File: src/rtl/fetch_ctrl.sv
// Instruction-fetch sequencer: owns the PC and runs one imem transaction at a time,
// then presents the fetched word to decode over valid/ready. Redirects may arrive in any state.
module fetch_ctrl #(
  parameter int                 WIDTH    = 32,
  parameter logic [WIDTH-1:0]   RESET_PC = '0
) (
  input  logic              clk,
  input  logic              rst,
  output logic              imem_req,
  output logic [WIDTH-1:0]  imem_addr,
  input  logic              imem_gnt,
  input  logic              imem_rvalid,
  input  logic [31:0]       imem_rdata,
  input  logic              redirect_valid,
  input  logic [WIDTH-1:0]  redirect_target,
  output logic              if_valid,
  input  logic              if_ready,
  output logic [31:0]       if_instr,
  output logic [WIDTH-1:0]  if_pc
);

  typedef enum logic [1:0] {IDLE, REQ, WAIT, OUT} state_t;

  state_t            state;
  logic [WIDTH-1:0]  pc;
  logic              discard;
  logic [31:0]       instr_q;
  logic [WIDTH-1:0]  target;

  assign target    = {redirect_target[WIDTH-1:2], 2'b00};
  assign imem_addr = pc;
  assign if_pc     = pc;
  assign if_instr  = instr_q;

  // imem_req and if_valid are registered alongside the state so no input reaches them combinationally.
  always_ff @(posedge clk) begin
    // NOTE: every register here uses <= so all updates see the pre-edge values of each other.
    if (rst) begin
      state    <= IDLE;
      pc       <= RESET_PC;
      discard  <= 1'b0;
      instr_q  <= '0;
      imem_req <= 1'b0;
      if_valid <= 1'b0;
    end else begin
      case (state)
        IDLE: begin
          if (redirect_valid) pc <= target;
          state    <= REQ;
          imem_req <= 1'b1;
        end

        REQ: begin
          if (redirect_valid) pc <= target;
          if (imem_gnt) begin
            // The old address was accepted; a simultaneous redirect makes its response stale.
            state    <= WAIT;
            imem_req <= 1'b0;
            discard  <= redirect_valid;
          end
        end

        WAIT: begin
          if (redirect_valid) pc <= target;
          if (imem_rvalid) begin
            discard <= 1'b0;
            if (redirect_valid || discard) begin
              state    <= REQ;
              imem_req <= 1'b1;
            end else begin
              instr_q  <= imem_rdata;
              state    <= OUT;
              if_valid <= 1'b1;
            end
          end else if (redirect_valid) begin
            discard <= 1'b1;
          end
        end

        OUT: begin
          if (redirect_valid || if_ready) begin
            pc       <= redirect_valid ? target : pc + WIDTH'(4);
            state    <= REQ;
            if_valid <= 1'b0;
            imem_req <= 1'b1;
          end
        end

        default: begin
          state    <= IDLE;
          imem_req <= 1'b0;
          if_valid <= 1'b0;
        end
      endcase
    end
  end

endmodule

File: config.mk
export PLATFORM = sky130hd
export DESIGN_NAME = fetch_ctrl
export DESIGN_NICKNAME = d
export VERILOG_FILES = /design/src/rtl/fetch_ctrl.sv
export SDC_FILE = /design/constraint.sdc
export NUM_CORES = 1
export LEC_CHECK = 0
export ABC_AREA = 0
export CORE_AREA = 2 2 86 170
export DETAILED_ROUTE_END_ITERATION = 8
export DIE_AREA = 0 0 88 172
export DONT_BUFFER_PORTS = 1
export PLACE_DENSITY_LB_ADDON = 0.08
export SYNTH_ARGS = -nofsm -noshare
export SYNTH_HDL_FRONTEND = slang
export SYNTH_SLANG_ARGS = --single-unit
File: constraint.sdc
create_clock -name clk -period 5.1 [get_ports clk]
set_clock_uncertainty 0.1 [all_clocks]
set_input_delay 1.02 -clock clk [delete_from_list [all_inputs] [get_ports clk]]
set_output_delay 1.02 -clock clk [all_outputs]
set_load 0.05 [all_outputs]
==> impl_metrics.csv, run 1 <==
group,metric,value,unit
sta,fmax,322.3,MHz
clock_tree,clock-sinks,67,
floorplanning,die_w,88,µm
clock_tree,cts_tree,"yes",
grt,first_global_vias,3066,
hold_path,hold_class,"reg -> reg",
clock_tree,clock-root-buffer,"clkbuf_16",
grt,grt_pass1_wl,17130,µm
layout,nNetsFinal,478,
synth,netlist_instances,440,
setup_path,rrSetupSlack,2000,ps
floorplanning,ioPinCount,168,
pwr,pwr-share-clk,50.2,%
layout,fin_util,27.83,%
sta,post-route-period-util,60.84,%
sta,post-route-min-period,3103,ps
drt,drtAntennaViolNets,0,
place,place.gp.congestion,0.7107,
pwr,p_sw_share,28.66,%
synth,synth_edf_count,0,
pwr,p_leak,1.275,nW
sta,setup_viol,0,
grt,antenna_found_initial,0,
floorplanning,rows,61,
pwr,power_switching,0.4460,mW
clock_tree,postCtsSetupRepairBufs,0,
drt,drt-initial-drc-count,62,
sta,tightest_slew,1174,ps
flow_run,cap_violations,0,
setup_path,cp-start-kind,"flop",
floorplanning,start_util,25.41,%
synth,yosysUniqueCellTypes,56,
place,dpl_worst_slack,1983,ps
setup_path,cp.arrival,3240,ps
setup_path,critPathKind,"reg -> reg",
synth,synth_common_cells,"nand2_1, dfxtp_1, a21oi_1",
clock_tree,cts_resized,0,
pwr,combPwrFrac,7.8,%
drt,viasPerCell,4.997,
layout,diodes,0,
layout,fill_cells,1506,
pwr,seqPwrFrac,42.0,%
sta,slew_headroom,21.60,%
drt,firstDrtPassIters,4,
drt,drc_errors,0,
synth,synth-async-reset-ratio,0,%
clock_tree,hold_buffers,0,
setup_path,end_kind,"flop",
clock_tree,clock_latency,330,ps
drt,via_count,2988,
synth,ys_ff_latch,67,
sta,hold_violations,0,
sta,rsz0062_at_grt,"no",
floorplanning,dieArea,15140,µm²
drt,wl_per_cell,18.62,µm
place,hpwlAfterDp,7975,µm
layout,drive_above_1_share,8.802,%
layout,area_growth,9.515,%
pwr,p_total,1.556,mW
setup_path,crit_fanout,19,
synth,ys_top_cells_by_area,"dfxtp_1, nand2_1, buf_4, a21oi_1, nor2_1",
drt,routed_wl,11140,µm
clock_tree,clk_path_buf_depth,2,
floorplanning,die_h,172,µm
synth,syn_area_per_cell,7.979,µm²
run_status,status,"finished, final reports clean",
sta,setup_tns,0,ps
sta,timing.final.ws_setup,1997,ps
clock_tree,cts-htree-levels,3,
floorplanning,coreArea,13810,µm²
place,numPortBuffers,0,
pwr,power_density,404.7,nW/µm²
synth,ys_seq_area_share,38.20,%
sta,maxSlewViolCount,0,
synth,syn_area,3511,µm²
synth,synth_most_common_cell,"nand2_1",
setup_path,cp.required,5230,ps
synth,synth_top_flop_cell,"dfxtp_1",
synth,synth.top_cell.area_share,38.20,%
grt,grt_util_all_layers,14.97,%
pwr,intPower,1.110,mW
synth,yosysTopAreaCell,"dfxtp_1",
clock_tree,numCtsBuffers,9,
synth,yosys_warnings,0,
clock_tree,clkTransAtPathRegs,60,ps
grt,grt_max_degree,62,
grt,grt_overflow,0,
pwr,ir_drop,0.0001429,V
state kept, by name (all words and copies together), names as in the netlist:
| name | cells |
|---|---|
| if_pc | 30 |
| state | 2 |
| discard | 1 |
| if_valid | 1 |
| if_instr | 32 |
| imem_req | 1 |
path summary, 6_finish.rpt:
kind | from | to | cells after the start
worst max register to register | if_pc[10] | if_pc[20] | 3
worst min register to register | state[1] | state[1] | 2
worst min-delay path | state[1] | state[1] | 2
worst max-delay path | if_pc[10] | if_pc[20] | 3
routing by layer:
metal	up-vias	routed length, µm	global-route usage, %
li1	1454	-	-
met1	1409	4057	14.65
met2	113	6157	28.10
met3	12	764	4.916
met4	0	157	5.886
met5	-	0	0
per-stage QoR:
step,instance area [µm²],cells,hold slack [ps]
floorplan,3522,443,386.7
global placement,3478,582,409.3
detailed placement,3478,582,408.4
CTS,3845,598,416.5
global route,3845,598,433.6
finish,3845,598,414.2
cell families after synthesis:
logic type	Yosys count	share of synthesized area (%)
simple gates	183	25.45
compound gates	99	20.10
buf+inv	76	12.05
flops	67	38.20
xor+xnor	6	1.497
fa+ha+maj	4	1.426
mux	4	1.176
other cells	1	0.1068
worst max-delay path, stage by stage, from the launching register on:
cell and delay [ps]:
dfxtp_1 1050, nand3_1 870, or4_1 710, a311oi_1 270
final cells by class:
type | instances | area (µm²) | area share (%)
Clock buffer | 10 | 229.0 | 5.955
Timing Repair Buffer | 12 | 90.09 | 2.343
Sequential cell | 67 | 1341 | 34.88
Clock inverter | 6 | 137.6 | 3.580
Inverter | 14 | 52.55 | 1.367
Multi-Input combinational cell | 300 | 1758 | 45.72
Tap cell | 189 | 236.5 | 6.150
power groups by stage:
stage	Clock, mW	Combinational, mW	Sequential, mW
after global placement	0	0.122	0.665
after global routing	0.828	0.133	0.658
after detailed placement	0	0.123	0.665
after floorplan	0	0.151	0.641
final	0.781	0.122	0.653
after CTS	0.812	0.124	0.654
layout by cell type (no fill, tap or decap), types with 10 or more instances in the layout:
cell / count
a211oi_1: 10
a21oi_1: 35
a311oi_1: 10
buf_4: 12
dfxtp_1: 67
inv_1: 13
nand2_1: 83
nand3_1: 11
nor2_1: 26
(Power assumes the default switching activity.)
==> run 2: changes to the inputs <==
==> constraint.sdc (replaced) <==
create_clock -name clk -period 3 [get_ports clk]
set_clock_uncertainty 0.1 [all_clocks]
set_input_delay 0.6 -clock clk [delete_from_list [all_inputs] [get_ports clk]]
set_output_delay 0.6 -clock clk [all_outputs]
set_load 0.05 [all_outputs]
==> run 2 against run 1 <==
  * Sequential share of layout area fell by 1.3 points
  * Highest routed layer unchanged
  * Power rose by 55%
  * Critical path type unchanged
  * Sequential cell count did not move
  * Clock-buffer cell count did not move
  * Clock power rose by 37%
  * Sequential power rose by 48%
==> impl_metrics.csv, run 2 (synthesized netlist as in run 1, its figures left out) <==
group,metric,value,unit
drt,wl_met2,6236,µm
clock_tree,hold_buffers,0,
clock_tree,numCtsBuffers,9,
clock_tree,clkTransAtPathRegs,60,ps
drt,routed_wl,11240,µm
grt,grt_overflow,0,
clock_tree,cts-htree-levels,3,
drt,drtAntennaViolNets,0,
sta,post-route-min-period,2383,ps
clock_tree,cts_resized,0,
sta,post-route-period-util,79.42,%
layout,nNetsFinal,508,
floorplanning,die_w,88,µm
grt,grt_pass1_wl,17260,µm
sta,tightest_slew,687.0,ps
floorplanning,coreArea,13810,µm²
clock_tree,clock-sinks,67,
setup_path,cp.arrival,2500,ps
layout,stdcell_area,3999,µm²
sta,fmax,419.7,MHz
grt,grt_util_all_layers,15.05,%
drt,top_layer,"met4",
setup_path,crit_end,"if_pc[31]",
sta,setup_tns,0,ps
clock_tree,postCtsSetupRepairBufs,0,
sta,slew_headroom,54.07,%
layout,largest_register_ffs,32,
layout,regArea,1341,µm²
flow_run,cap_violations,0,
layout,fill_cells,1507,
layout,area_growth,13.90,%
sta,hold_violations,0,
drt,firstDrtPassIters,4,
drt,wl_per_cell,17.89,µm
clock_tree,clock-root-buffer,"clkbuf_16",
layout,instances_no_fill,628,
setup_path,reg2reg_depth,5,
floorplanning,rows,61,
layout,final_cell_mix,"nand2_1, dfxtp_1, buf_4, a21oi_1, nor2_1",
sta,whs,242.5,ps
setup_path,end_kind,"flop",
drt,drc_errors,0,
run_status,status,"finished, final reports clean",
clock_tree,clk_path_buf_depth,2,
drt,dr_wl_met3,794,µm
floorplanning,die_h,172,µm
floorplanning,dieArea,15140,µm²
setup_path,crit_path_start,"if_pc[2]",
clock_tree,clock_latency,330,ps
setup_path,crit_fanout,6,
place,place.gp.congestion,0.7249,
clock_tree,cts_tree,"yes",
drt,drt-initial-drc-count,82,
hold_path,hold_class,"in -> reg",
grt,first_global_vias,3209,
place,hpwlAfterDp,8211,µm
pwr,p_leak,1.386,nW
setup_path,cp.required,3120,ps
sta,maxSlewViolCount,0,
pwr,ir_drop,0.0002284,V
place,dp.cells,612,
setup_path,critPathKind,"reg -> reg",
setup_path,r2r-end,"if_pc[31]",
drt,wl_met1,3965,µm
layout,layout_commonest_cell,"nand2_1",
place,numPortBuffers,0,
floorplanning,ioPinCount,168,
grt,grt_max_degree,62,
layout,diodes,0,
sta,rsz0062_at_grt,"no",
sta,setup_viol,0,
grt,antenna_found_initial,0,
drt,viasPerCell,4.920,
drt,via_count,3090,
layout,multiInputGateArea,1758,µm²
pwr,power_density,602.9,nW/µm²
setup_path,cp-start-kind,"flop",
setup_path,r2r-start,"if_pc[2]",
floorplanning,start_util,25.41,%
place,postPlaceCellArea,3704,µm²
setup_path,rrSetupSlack,620,ps
layout,drive_above_1_share,15.03,%
-- run 2: final cells by class --
class,count,area share [%]
multi-input cells,300,43.96
clock inverters,6,1.658
repair buffers,42,7.885
flip-flops and latches,67,33.54
inverters,14,1.314
clock buffers,10,5.726
well taps,189,5.914
-- run 2: how the worst min path moves through the flow --
stage	from	to	slack, ps	cells after the start
2_1_floorplan	state[1]	state[1]	390	2
3_3_place_gp	state[1]	state[1]	400	2
3_5_place_dp	state[1]	state[1]	410	2
4_1_cts	rst	if_instr[26]	220	1
5_1_grt	rst	if_instr[26]	220	1
6_report	rst	if_pc[4]	240	1
-- run 2: critical path, cell delays in order, from the launching register on --
cell and delay (ps):
dfxtp_1 330, buf_4 320, nand4_1 290, or4_4 540, o41a_1 390, a2111oi_1 300
-- run 2: metrics by stage --
stage | util (%) | power, mW | setup WS [ps]
2_1_floorplan | - | 1.346 | 395.6
3_3_place_gp | 26.81 | 1.366 | 644.9
3_5_place_dp | 26.81 | 1.369 | 606.2
4_1_cts | 28.95 | 2.465 | 588.0
5_1_grt | 28.95 | 2.520 | 468.3
6_report | 28.95 | 2.411 | 617.3
-- run 2: per-layer routing --
layer,vias to the layer above,track usage [%]
li1,1516,-
met1,1455,14.43
met2,106,28.23
met3,13,5.251
met4,0,6.221
met5,-,0
-- run 2: report_power, final --
| group | internal [mW] | switching, mW | leakage (nW) | total [mW] |
|---|---|---|---|---|
| registers | 0.924 | 0.0443 | 0.548 | 0.969 |
| clock network | 0.644 | 0.423 | 0.135 | 1.07 |
| logic | 0.0855 | 0.290 | 0.703 | 0.375 |
